==> config.mk <==
export PLATFORM = sky130hd
export DESIGN_NAME = uart_cmd_parser
export DESIGN_NICKNAME = d
export VERILOG_FILES = /design/src/rtl/uart_cmd_parser.sv
export SDC_FILE = /design/constraint.sdc
export NUM_CORES = 1
export LEC_CHECK = 0
export CORE_MARGIN = 2
export CORE_UTILIZATION = 30
export CTS_CLUSTER_SIZE = 12
export DETAILED_ROUTE_END_ITERATION = 16
export GPL_TIMING_DRIVEN = 1
export MAX_ROUTING_LAYER = met4
export PLACE_DENSITY_LB_ADDON = 0.05
export SLEW_MARGIN = 10
export SYNTH_ARGS = -nofsm -noshare
export SYNTH_HDL_FRONTEND = slang
export SYNTH_SLANG_ARGS = --single-unit
export TNS_END_PERCENT = 1
==> constraint.sdc <==
create_clock -name clk -period 4.3 [get_ports clk]
set_input_delay 0.86 -clock clk [delete_from_list [all_inputs] [get_ports clk]]
set_output_delay 0.86 -clock clk [all_outputs]
set_load 0.01 [all_outputs]
==> src/rtl/uart_cmd_parser.sv <==
// uart_cmd_parser
//   Parses 6-byte command frames arriving as a byte stream from a UART
//   receiver. The frame layout is:
//     0xA5, ADDR, D2, D1, D0, CSUM
//   where CSUM = ADDR ^ D2 ^ D1 ^ D0.
//
//   ADDR 0x00 writes the 24-bit tuning word {D2,D1,D0}.
//   ADDR 0x01 writes the gain byte D0.
//   A bad checksum, an unknown address, or an over-long gap inside a frame
//   drops the frame and raises an error pulse with a cause code.
//
// Ports
//   clk        : clock, all state updates on the rising edge
//   rst        : asynchronous, active-high reset
//   data_i     : received UART byte
//   valid_i    : one-cycle strobe, data_i is valid this cycle
//   ftw_o      : NCO frequency tuning word (registered)
//   gain_o     : demodulator output gain (registered)
//   update_o   : one-cycle pulse, ftw_o or gain_o was just written
//   err_o      : one-cycle pulse, a frame was dropped
//   err_code_o : cause of the most recent error
//                (0 none, 1 checksum, 2 timeout, 3 bad address)
//   busy_o     : high while a frame is partially received
module uart_cmd_parser #(
   parameter int unsigned TIMEOUT  = 1024,
   parameter logic [23:0] FTW_RST  = 24'd0,
   parameter logic [7:0]  GAIN_RST = 8'd1
) (
   input  logic        clk,
   input  logic        rst,
   input  logic [7:0]  data_i,
   input  logic        valid_i,
   output logic [23:0] ftw_o,
   output logic [7:0]  gain_o,
   output logic        update_o,
   output logic        err_o,
   output logic [1:0]  err_code_o,
   output logic        busy_o
);

   typedef enum logic [2:0] {
      S_HUNT = 3'd0,
      S_ADDR = 3'd1,
      S_D2   = 3'd2,
      S_D1   = 3'd3,
      S_D0   = 3'd4,
      S_CSUM = 3'd5
   } state_t;

   localparam logic [7:0]  SYNC_BYTE = 8'hA5;
   localparam logic [7:0]  ADDR_FTW  = 8'h00;
   localparam logic [7:0]  ADDR_GAIN = 8'h01;
   // The idle cycle on which the counter already holds TIMEOUT-1 is the
   // TIMEOUT-th consecutive idle cycle; that is where the frame is dropped.
   localparam logic [15:0] GAP_LIMIT = 16'(TIMEOUT - 32'd1);

   localparam logic [1:0] ERR_NONE  = 2'd0;
   localparam logic [1:0] ERR_CSUM  = 2'd1;
   localparam logic [1:0] ERR_TOUT  = 2'd2;
   localparam logic [1:0] ERR_ADDR  = 2'd3;

   // XOR checksum over the four covered frame bytes.
   function automatic logic [7:0] frame_csum(
      input logic [7:0] addr,
      input logic [7:0] d2,
      input logic [7:0] d1,
      input logic [7:0] d0
   );
      return addr ^ d2 ^ d1 ^ d0;
   endfunction

   state_t      state_r, state_s;
   logic [15:0] gap_r, gap_s;
   logic [7:0]  addr_r, addr_s;
   logic [7:0]  d2_r, d2_s;
   logic [7:0]  d1_r, d1_s;
   logic [7:0]  d0_r, d0_s;
   logic [23:0] ftw_r, ftw_s;
   logic [7:0]  gain_r, gain_s;
   logic        update_r, update_s;
   logic        err_r, err_s;
   logic [1:0]  code_r, code_s;
   logic        busy_r, busy_s;

   // State register of the frame FSM.
   always_ff @(posedge clk or posedge rst) begin
      if (rst) begin
         state_r <= S_HUNT;
      end else begin
         state_r <= state_s;
      end
   end

   // Next-state, shadow capture, gap counting and next output values.
   always_comb begin
      state_s  = state_r;
      gap_s    = gap_r;
      addr_s   = addr_r;
      d2_s     = d2_r;
      d1_s     = d1_r;
      d0_s     = d0_r;
      ftw_s    = ftw_r;
      gain_s   = gain_r;
      update_s = 1'b0;
      err_s    = 1'b0;
      code_s   = code_r;

      if (valid_i) begin
         // Any accepted byte restarts the inter-byte gap measurement,
         // including a byte arriving on the cycle a timeout would fire.
         gap_s = 16'd0;
         case (state_r)
            S_HUNT: begin
               if (data_i == SYNC_BYTE) begin
                  state_s = S_ADDR;
               end else begin
                  state_s = S_HUNT;
               end
            end
            S_ADDR: begin
               addr_s  = data_i;
               state_s = S_D2;
            end
            S_D2: begin
               d2_s    = data_i;
               state_s = S_D1;
            end
            S_D1: begin
               d1_s    = data_i;
               state_s = S_D0;
            end
            S_D0: begin
               d0_s    = data_i;
               state_s = S_CSUM;
            end
            S_CSUM: begin
               state_s = S_HUNT;
               // Checksum is judged before the address is decoded.
               if (data_i != frame_csum(addr_r, d2_r, d1_r, d0_r)) begin
                  err_s  = 1'b1;
                  code_s = ERR_CSUM;
               end else if (addr_r == ADDR_FTW) begin
                  ftw_s    = {d2_r, d1_r, d0_r};
                  update_s = 1'b1;
               end else if (addr_r == ADDR_GAIN) begin
                  gain_s   = d0_r;
                  update_s = 1'b1;
               end else begin
                  err_s  = 1'b1;
                  code_s = ERR_ADDR;
               end
            end
            default: begin
               state_s = S_HUNT;
            end
         endcase
      end else if (state_r != S_HUNT) begin
         if (gap_r == GAP_LIMIT) begin
            state_s = S_HUNT;
            gap_s   = 16'd0;
            addr_s  = 8'd0;
            d2_s    = 8'd0;
            d1_s    = 8'd0;
            d0_s    = 8'd0;
            err_s   = 1'b1;
            code_s  = ERR_TOUT;
         end else begin
            gap_s = gap_r + 16'd1;
         end
      end else begin
         gap_s = 16'd0;
      end

      busy_s = (state_s != S_HUNT);
   end

   // Shadow registers, gap counter and registered outputs.
   always_ff @(posedge clk or posedge rst) begin
      if (rst) begin
         gap_r    <= 16'd0;
         addr_r   <= 8'd0;
         d2_r     <= 8'd0;
         d1_r     <= 8'd0;
         d0_r     <= 8'd0;
         ftw_r    <= FTW_RST;
         gain_r   <= GAIN_RST;
         update_r <= 1'b0;
         err_r    <= 1'b0;
         code_r   <= ERR_NONE;
         busy_r   <= 1'b0;
      end else begin
         gap_r    <= gap_s;
         addr_r   <= addr_s;
         d2_r     <= d2_s;
         d1_r     <= d1_s;
         d0_r     <= d0_s;
         ftw_r    <= ftw_s;
         gain_r   <= gain_s;
         update_r <= update_s;
         err_r    <= err_s;
         code_r   <= code_s;
         busy_r   <= busy_s;
      end
   end

   assign ftw_o      = ftw_r;
   assign gain_o     = gain_r;
   assign update_o   = update_r;
   assign err_o      = err_r;
   assign err_code_o = code_r;
   assign busy_o     = busy_r;

endmodule

==> flow_summary.ini <==
[global_route]
overflow = 0
antenna_found_initial = 0
grt_first_pass_wirelength_um = 15900
grt_max_degree = 33
grt_usage_pct = 14.8
first_global_vias = 2837

[sta]
rsz0062_at_grt = false
worst_pin_slew_ps = 959
layout_worst_path_cycle_share_pct = 72.5
fin_skew_ps = 6.44
relSlewSlack_pct = 36.1
setup_viol = 0
drv_slew = 0
max_freq_ghz = 0.321
finalCriticalPeriod_ps = 3120
finalSetupTns_ps = 0
hold_violations = 0

[yosys]
yosysTopAreaCell = dfrtp_1
synth_top_area_share_pct = 52.1
syn_nets = 386
synth_cell_types = 42
synth_area_um2 = 4180
synth_edf_count = 0
synth_seq_cells = 88
yosysSeqAreaShare_pct = 52.7
synth_commonest_cells = dfrtp_1, nand2_1, o21ai_0
netlist_instances = 374
avgSynthCellArea_um2 = 11.2
synthArstFlopShare_pct = 100
yosys.cell_count.top_type = dfrtp_1
synth_top_flop_cell = dfrtp_1
synth.area.top_cells = dfrtp_1, mux2_4, nand2_1
yosys_warnings = 0

[routing]
drtAntennaViolNets = 0
vias_per_cell = 4.57
drt-initial-drc-count = 120
wirelength_um = 9720
dr_total_vias = 2795
wire_per_inst_um = 15.9
drc = 0
firstDrtPassIters = 4

[setup_path]
cp_max_fo = 24
crit_chain = clkdlybuf4s50_1 -> xnor3_1 -> xnor2_1 -> nor4_4 -> nand3_4 -> mux2_4
crit_family = simple AND/OR/NAND/NOR gates
cp-start-kind = primary input
slowest_delay_ps = 590
critical_path_class = primary input to flop
crit_required_ps = 4540
worst_setup_path_end_kind = flop
cp_num_buf_inv = 1
arrival_ps = 3350
slowest_stage = clkdlybuf4s50_1

[place]
port_buffers = 47
place.gp.congestion = 0.814
placed_area_um2 = 4870
hpwl_um = 6850

[flow_run]
drv_cap = 0

[clock_tree]
clock_sinks = 88
ctsResizeCount = 0
cts_setup_buffers = 0
clk_path_buf_depth = 2
htreeDepth = 3
cts_tree = done
cts-root-buf = clkbuf_16
cts_hold_buf = 0
insertion_delay_ps = 350
numCtsBuffers = 9
clkTransAtPathRegs_ps = 60

[final_layout]
fin_util_pct = 38.0
n_antenna_cell = 0
area_growth_pct = 24.6
final_nets = 438
post-route-cell-area_um2 = 5210
fillers = 1352
drive_gt1_share_pct = 14.6

[power_and_ir_drop]
p_leak_nw = 2.34
peakVddDrop_v = 0.000180
power.density_nw_per_um2 = 554

[die]
rows = 43
die_h_um = 122
chipWidth_um = 122
coreArea_um2 = 13700
io_pins = 48
dieArea_um2 = 14900
start_util_pct = 30.5

[hold_path]
min_path_type = flop to flop

[outcome]
status = finished clean
## through the flow
step	power, mW	setup slack, ps	hold WS, ps	instances
2_1_floorplan	1.79	1160	487	374
3_3_place_gp	2.02	870	493	595
3_5_place_dp	2.02	782	490	595
4_1_cts	2.94	1160	514	611
5_1_grt	3.07	1040	529	611
6_report	2.89	1180	510	611
## cells in the final DEF, fill, tap and decap left out, drive strengths merged, types with 2 or more instances in the layout
master,instances
nand4,2
a32o,2
nor4,5
nor3,6
o21ai,35
and3,6
nand3,11
buf,9
mux2,32
nor4bb,3
xnor2,14
clkdlybuf4s50,47
dfrtp,87
nor3b,2
xor2,17
nand2,80
nor2,25
bufinv,3
clkbuf,11
a21oi,3
xnor3,8
clkinvlp,2
and4,4
## power breakdown
group	total, mW	switching [mW]	internal (mW)
Clock	0.897	0.328	0.568
Sequential	1.19	0.199	0.987
Combinational	0.804	0.400	0.403
Total	2.89	0.928	1.96
## cell families (layout without fill, tap and decap cells)
family	Yosys count	after routing	synth area share (%)
adder cells (fa/ha/maj)	1	1	0.299
buffers and inverters	17	74	1.92
multiplexers	32	32	10.4
XOR/XNOR	39	39	10.8
AO/OA/AOI/OAI	45	45	6.02
flip-flops	88	88	52.7
AND/OR/NAND/NOR	152	152	17.8
## worst reg2reg max path: cells and delay by family (launching register included)
kind	cells	cell delay, ps
XOR/XNOR	2	620
flip-flops	1	450
multiplexers	1	460
AND/OR/NAND/NOR	2	980
## layout make-up
class / instances / area [um2] / share of cell area [%]
Sequential cell: 88 / 2200 / 42.3
Multi-Input combinational cell: 269 / 1900 / 36.4
Timing Repair Buffer: 56 / 538 / 10.3
Clock buffer: 11 / 233 / 4.47
Tap cell: 180 / 225 / 4.32
Clock inverter: 5 / 105 / 2.02
Inverter: 2 / 8.76 / 0.168
## final timing paths
| path | endpoint | cells after the start | slack, ps | start |
|---|---|---|---|---|
| min reg2reg | ftw_o[20] | 1 | 510 | ftw_o[20] |
| max | ftw_o[2] | 6 | 1180 | data_i[7] |
| max in group asynchronous | addr_r[2] | 3 | 2630 | rst |
| min in group asynchronous | gain_o[7] | 2 | 860 | rst |
| min | ftw_o[20] | 1 | 510 | ftw_o[20] |
| max reg2reg | ftw_o[2] | 5 | 1680 | d0_r[6] |
## flip-flops by register name (all words and copies together), names as in the netlist, 2 cells and up
name / flops
ftw_o: 24
gap_r: 16
addr_r: 8
d0_r: 8
d1_r: 8
d2_r: 8
gain_o: 8
state_r: 3
err_code_o: 2
## layer usage
layer	share of wire [%]	global-route usage [%]	vias to the layer above
met4	2.0	6.61	0
li1	-	-	1380
met3	4.3	3.51	16
met5	0	-	-
met1	48	19.7	1347
met2	46	21.4	52
Power figures use the tool's default switching activity.
